### src/rtl/dbg_run_ctrl.sv
// Debug run-control sequencer: halts and drains the pipeline, injects ITR instructions
// one at a time while halted, and resumes normal fetch on request.
module dbg_run_ctrl #(
    parameter int TIMEOUT_CYCLES = 64
) (
    input  logic        clk,
    input  logic        rst,
    input  logic        dbg_on_rst,
    input  logic        halt_req,
    input  logic        resume_req,
    input  logic        itr_valid,
    input  logic [31:0] itr_insn,
    output logic        itr_ready,
    input  logic        pipe_empty,
    input  logic        retire_valid,
    output logic        fetch_stall,
    output logic        fetch_itr_valid,
    output logic [31:0] fetch_itr_insn,
    output logic        halted,
    output logic        itr_timeout_err,
    input  logic        err_clr,
    output logic [7:0]  itr_count
);

    localparam int CNT_WIDTH = $clog2(TIMEOUT_CYCLES);
    localparam logic [CNT_WIDTH-1:0] CNT_LAST = CNT_WIDTH'(TIMEOUT_CYCLES - 1);

    typedef enum logic [2:0] {
        ST_RESET     = 3'd0,
        ST_RUN       = 3'd1,
        ST_DRAIN     = 3'd2,
        ST_HALTED    = 3'd3,
        ST_ITR_ISSUE = 3'd4,
        ST_ITR_WAIT  = 3'd5
    } state_t;

    state_t               state_r;
    state_t               state_next_s;
    logic [CNT_WIDTH-1:0] wait_cnt_r;
    logic                 itr_accept_s;
    logic                 itr_retire_s;
    logic                 itr_timeout_s;
    logic                 fetch_stall_s;
    logic                 halted_s;
    logic                 itr_ready_s;
    logic                 fetch_itr_valid_s;
    logic                 fetch_stall_r;
    logic                 halted_r;
    logic                 itr_ready_r;
    logic                 fetch_itr_valid_r;
    logic [31:0]          fetch_itr_insn_r;
    logic                 itr_timeout_err_r;
    logic [7:0]           itr_count_r;

    // State register
    always_ff @(posedge clk or posedge rst) begin
        if (rst) begin
            state_r <= ST_RESET;
        end else begin
            state_r <= state_next_s;
        end
    end

    // Next-state logic; an ITR offered together with resume takes priority
    always_comb begin
        state_next_s  = state_r;
        itr_accept_s  = 1'b0;
        itr_retire_s  = 1'b0;
        itr_timeout_s = 1'b0;
        case (state_r)
            ST_RESET: begin
                if (dbg_on_rst) begin
                    state_next_s = ST_HALTED;
                end else begin
                    state_next_s = ST_RUN;
                end
            end
            ST_RUN: begin
                if (halt_req) begin
                    state_next_s = ST_DRAIN;
                end else begin
                    state_next_s = ST_RUN;
                end
            end
            ST_DRAIN: begin
                if (pipe_empty) begin
                    state_next_s = ST_HALTED;
                end else begin
                    state_next_s = ST_DRAIN;
                end
            end
            ST_HALTED: begin
                if (itr_valid) begin
                    itr_accept_s = 1'b1;
                    state_next_s = ST_ITR_ISSUE;
                end else if (resume_req) begin
                    state_next_s = ST_RUN;
                end else begin
                    state_next_s = ST_HALTED;
                end
            end
            ST_ITR_ISSUE: begin
                state_next_s = ST_ITR_WAIT;
            end
            ST_ITR_WAIT: begin
                if (retire_valid) begin
                    itr_retire_s = 1'b1;
                    state_next_s = ST_HALTED;
                end else if (wait_cnt_r == CNT_LAST) begin
                    itr_timeout_s = 1'b1;
                    state_next_s  = ST_HALTED;
                end else begin
                    state_next_s = ST_ITR_WAIT;
                end
            end
            default: begin
                state_next_s = ST_RESET;
            end
        endcase
    end

    // Output decode from the next state so the registered outputs track the state register
    always_comb begin
        fetch_stall_s     = 1'b1;
        halted_s          = 1'b0;
        itr_ready_s       = 1'b0;
        fetch_itr_valid_s = 1'b0;
        case (state_next_s)
            ST_RUN: begin
                fetch_stall_s = 1'b0;
            end
            ST_HALTED: begin
                halted_s    = 1'b1;
                itr_ready_s = 1'b1;
            end
            ST_ITR_ISSUE: begin
                halted_s          = 1'b1;
                fetch_itr_valid_s = 1'b1;
            end
            ST_ITR_WAIT: begin
                halted_s = 1'b1;
            end
            default: begin
                fetch_stall_s = 1'b1;
            end
        endcase
    end

    // Registered control outputs
    always_ff @(posedge clk or posedge rst) begin
        if (rst) begin
            fetch_stall_r     <= 1'b1;
            halted_r          <= 1'b0;
            itr_ready_r       <= 1'b0;
            fetch_itr_valid_r <= 1'b0;
        end else begin
            fetch_stall_r     <= fetch_stall_s;
            halted_r          <= halted_s;
            itr_ready_r       <= itr_ready_s;
            fetch_itr_valid_r <= fetch_itr_valid_s;
        end
    end

    // ITR wait counter: cleared on issue, counts every cycle spent waiting for retire
    always_ff @(posedge clk or posedge rst) begin
        if (rst) begin
            wait_cnt_r <= {CNT_WIDTH{1'b0}};
        end else if (state_r == ST_ITR_WAIT) begin
            wait_cnt_r <= wait_cnt_r + {{(CNT_WIDTH-1){1'b0}}, 1'b1};
        end else begin
            wait_cnt_r <= {CNT_WIDTH{1'b0}};
        end
    end

    // Injected instruction latch, held stable until the next accept
    always_ff @(posedge clk or posedge rst) begin
        if (rst) begin
            fetch_itr_insn_r <= 32'h0000_0000;
        end else if (itr_accept_s) begin
            fetch_itr_insn_r <= itr_insn;
        end else begin
            fetch_itr_insn_r <= fetch_itr_insn_r;
        end
    end

    // Sticky timeout flag: a new timeout outranks a simultaneous clear
    always_ff @(posedge clk or posedge rst) begin
        if (rst) begin
            itr_timeout_err_r <= 1'b0;
        end else if (itr_timeout_s) begin
            itr_timeout_err_r <= 1'b1;
        end else if (err_clr) begin
            itr_timeout_err_r <= 1'b0;
        end else begin
            itr_timeout_err_r <= itr_timeout_err_r;
        end
    end

    // Retired ITR counter, wraps naturally at 8 bits
    always_ff @(posedge clk or posedge rst) begin
        if (rst) begin
            itr_count_r <= 8'd0;
        end else if (itr_retire_s) begin
            itr_count_r <= itr_count_r + 8'd1;
        end else begin
            itr_count_r <= itr_count_r;
        end
    end

    assign fetch_stall     = fetch_stall_r;
    assign halted          = halted_r;
    assign itr_ready       = itr_ready_r;
    assign fetch_itr_valid = fetch_itr_valid_r;
    assign fetch_itr_insn  = fetch_itr_insn_r;
    assign itr_timeout_err = itr_timeout_err_r;
    assign itr_count       = itr_count_r;

endmodule

### config.mk
export PLATFORM = sky130hd
export DESIGN_NAME = dbg_run_ctrl
export DESIGN_NICKNAME = d
export VERILOG_FILES = /design/src/rtl/dbg_run_ctrl.sv
export SDC_FILE = /design/constraint.sdc
export NUM_CORES = 1
export LEC_CHECK = 0
export ABC_CLOCK_PERIOD_IN_PS = 4290
export BUFFER_PORTS_ARGS = -buffer_cell sky130_fd_sc_hd__buf_4
export CELL_PAD_IN_SITES_DETAIL_PLACEMENT = 1
export CELL_PAD_IN_SITES_GLOBAL_PLACEMENT = 2
export CORE_MARGIN = 3
export CORE_UTILIZATION = 30
export DETAILED_ROUTE_END_ITERATION = 8
export PLACE_DENSITY = 0.91
export SLEW_MARGIN = 30
export SYNTH_ARGS = -nofsm -noshare
export SYNTH_HDL_FRONTEND = slang
export SYNTH_SLANG_ARGS = --single-unit
### constraint.sdc
create_clock -name clk -period 4.29 [get_ports clk]
set_input_delay 0.429 -clock clk [delete_from_list [all_inputs] [get_ports clk]]
set_output_delay 0.429 -clock clk [all_outputs]
set_load 0.02 [all_outputs]
==> impl_metrics.yaml <==
yosys:
  ys_types: 32
  synth_nets: 261
  syn_inst: 218
  synth_edf_count: 0
  ys_warn_count: 0
  synth_area_sq_um: 2163
  syn_avg_cell_area_sq_um: 9.924
  ys.flop_type: "dfrtp_1"
  synth.yosys.seq_area_share: 0.6252
  synth-seq-cells: 54
  async_reset_ff_frac: 1.000
setup_path:
  cp_num_buf_inv: 2
  startpoint_type: "flop"
  crit_type: "reg -> reg"
  cp_cell_sequence: "nand4b_1, buf_4, inv_2, a211oi_2, o21ai_1"
  slowest_delay_ns: 0.47
  required_ns: 4.48
  critPathMaxFanout: 34
  critical_path.top_delay_family: "buffers and inverters"
  crit_slowest_cell: "dfrtp_1"
  arrival_ns: 1.99
  end_kind: "flop"
placed_design:
  portBuffers: 85
  gp_congestion: 0.7322
  hpwl_mm: 3.932
global_routing:
  grt_pass1_vias: 1835
  grt.overflow.total: 0
  grt_first_pass_wirelength_mm: 8.887
  grt_start_max_net_pins: 55
  antenna_found_initial: 0
  grt_use_total: 0.1350
floorplan:
  die_w_um: 90.92
  start_util: 0.3132
  die-area_sq_um: 8266
  design.core.area_sq_um: 6907
  pin_count: 86
  die_y_um: 90.92
  std_cell_rows: 30
pwr:
  power_per_cell_area_nw_per_um2: 681.0
  seq_power_share: 0.409
  intPower_mw: 1.230
  p_sw_frac: 0.3971
  leakagePower_nw: 1.620
  p_comb_frac: 0.422
  switching_power_uw: 810.3
  clkPwrFrac: 0.170
  irDropWorstVdd_mv: 0.2999
cts:
  cts.hold.buffers_added: 0
  cts_tree: "done"
  clockBufferDepth: 2
  cts_inserted_buffers: 5
  cts_resized: 0
  worstSkewPairLatency_ns: 0.31
  cts.sinks: 54
  cts_root_buffer: "clkbuf_8"
  post_cts.repair.setup_buffers: 0
  htree_levels: 2
  clk_pin_slew_ns: 0.10
routing:
  drc_errors: 0
  vias_per_cell: 4.390
  initialDrtViolationCount: 69
  wl_mm: 5.416
  wl_per_cell_um: 13.54
  vias: 1756
  firstDrtPassIters: 2
  ant_nets: 0
cells_and_area:
  num-nets-final: 346
  final_cell_mix: "98 x nand2_1, 87 x buf_4, 53 x dfrtp_1"
  final_common_cell: "nand2_1"
  fillers: 840
  antenna_cells: 0
  area_growth_pct: 38.52
  fin_util: 0.4339
  drive_gt1_frac: 0.3355
timing:
  final.min_clock_period_ns: 1.802
  finalHoldViolations: 0
  fmax_mhz: 554.8
  tightestPinTransition_ns: 0.6761
  rsz0062_at_grt: "no"
  fin_skew_ns: 0.006787
  slew_violations: 0
  fin_tns_setup_ns: 0
  finalSetupViolations: 0
  worst_slew_margin_rel: 0.5493
  period_share: 0.4201
worst_hold_path:
  hp-class: "in -> reg"
flow_run:
  maxCapViolations: 0
outcome:
  status: "completed"
==> final cells by class <==
cell class / count / area, sq um / area share
multi-input cells: 148 / 734.5 / 0.2451
inverters: 7 / 26.28 / 0.008768
flip-flops and latches: 54 / 1353 / 0.4514
clock buffers: 6 / 72.57 / 0.02422
repair buffers: 87 / 653.1 / 0.2180
well taps: 96 / 120.1 / 0.04008
clock inverters: 2 / 37.54 / 0.01253
==> through the flow <==
| step | hold slack (ns) | power, mW | cell area [sq um] | std cells | worst slack, ns |
|---|---|---|---|---|---|
| after CTS | 0.2887 | 2.081 | 2997 | 400 | 1.693 |
| after detailed placement | 0.4682 | 1.731 | 2887 | 392 | 1.641 |
| after global placement | 0.4608 | 1.693 | 2887 | 392 | 1.674 |
| after floorplan | 0.4474 | 1.332 | 2163 | 218 | 2.548 |
| final | 0.2993 | 2.041 | 2997 | 400 | 2.488 |
| after global routing | 0.2898 | 2.192 | 2997 | 400 | 2.307 |
==> kinds of logic after synthesis <==
kind of cell    after synthesis  share of synthesized area
simple gates                124                     0.2423
flops                        54                     0.6252
buf+inv                      16                    0.03528
xor+xnor                     11                    0.04453
compound gates               10                    0.03586
fa+ha+maj                     2                    0.01157
mux                           1                   0.005205
==> registers in the layout, summed over array words and instances (netlist names) <==
signal and count:
fetch_itr_insn 32, fetch_itr_valid 1, fetch_stall 1, halted 1
itr_count 8, itr_ready 1, itr_timeout_err 1, state_r 3
wait_cnt_r 6
==> tightest hold or removal path: stages <==
cell,delay [ns]
buf_4,0.07
nand2_1,0.04
nand2_1,0.04
==> cells in the mapped netlist, types with 2 or more instances <==
cell type	count	area [sq um]
inv_1	6	22.52
and3_1	4	25.02
nor2_1	8	30.03
o21ai_0	2	10.01
nand3_1	4	20.02
xnor2_1	7	61.31
xor2_1	4	35.03
nand3_2	2	20.02
buf_2	4	20.02
dfrtp_1	53	1326
ha_1	2	25.02
nand2_1	98	367.9
clkbuf_1	3	11.26
and2_1	2	12.51
nand4_1	2	12.51
==> metal layers <==
metal | share of wire | up-vias | global-route usage
met5 | 0 | - | 0
met1 | 0.42 | 846 | 0.1562
li1 | - | 852 | -
met2 | 0.51 | 51 | 0.2318
met4 | 0.017 | 0 | 0.05528
met3 | 0.057 | 7 | 0.04083
==> path summary, 6_finish.rpt <==
check | startpoint | endpoint | slack [ns] | cells after the start
hold reg to reg | itr_count[7] | itr_count[7] | 0.48 | 1
setup reg to reg | state_r[1] | halted | 2.49 | 5
max in group asynchronous | rst | fetch_itr_insn[19] | 3.54 | 3
setup / recovery | state_r[1] | halted | 2.49 | 5
hold / removal | itr_insn[29] | fetch_itr_insn[29] | 0.30 | 3
min in group asynchronous | rst | itr_count[2] | 0.31 | 3
==> power by group through the flow <==
stage | logic, mW | registers [mW] | clock network, mW
2_1_floorplan | 0.318 | 1.01 | 0
3_3_place_gp | 0.857 | 0.837 | 0
3_5_place_dp | 0.887 | 0.844 | 0
4_1_cts | 0.885 | 0.839 | 0.358
5_1_grt | 0.947 | 0.866 | 0.379
6_report | 0.861 | 0.834 | 0.346
Power figures use the tool's default switching activity.
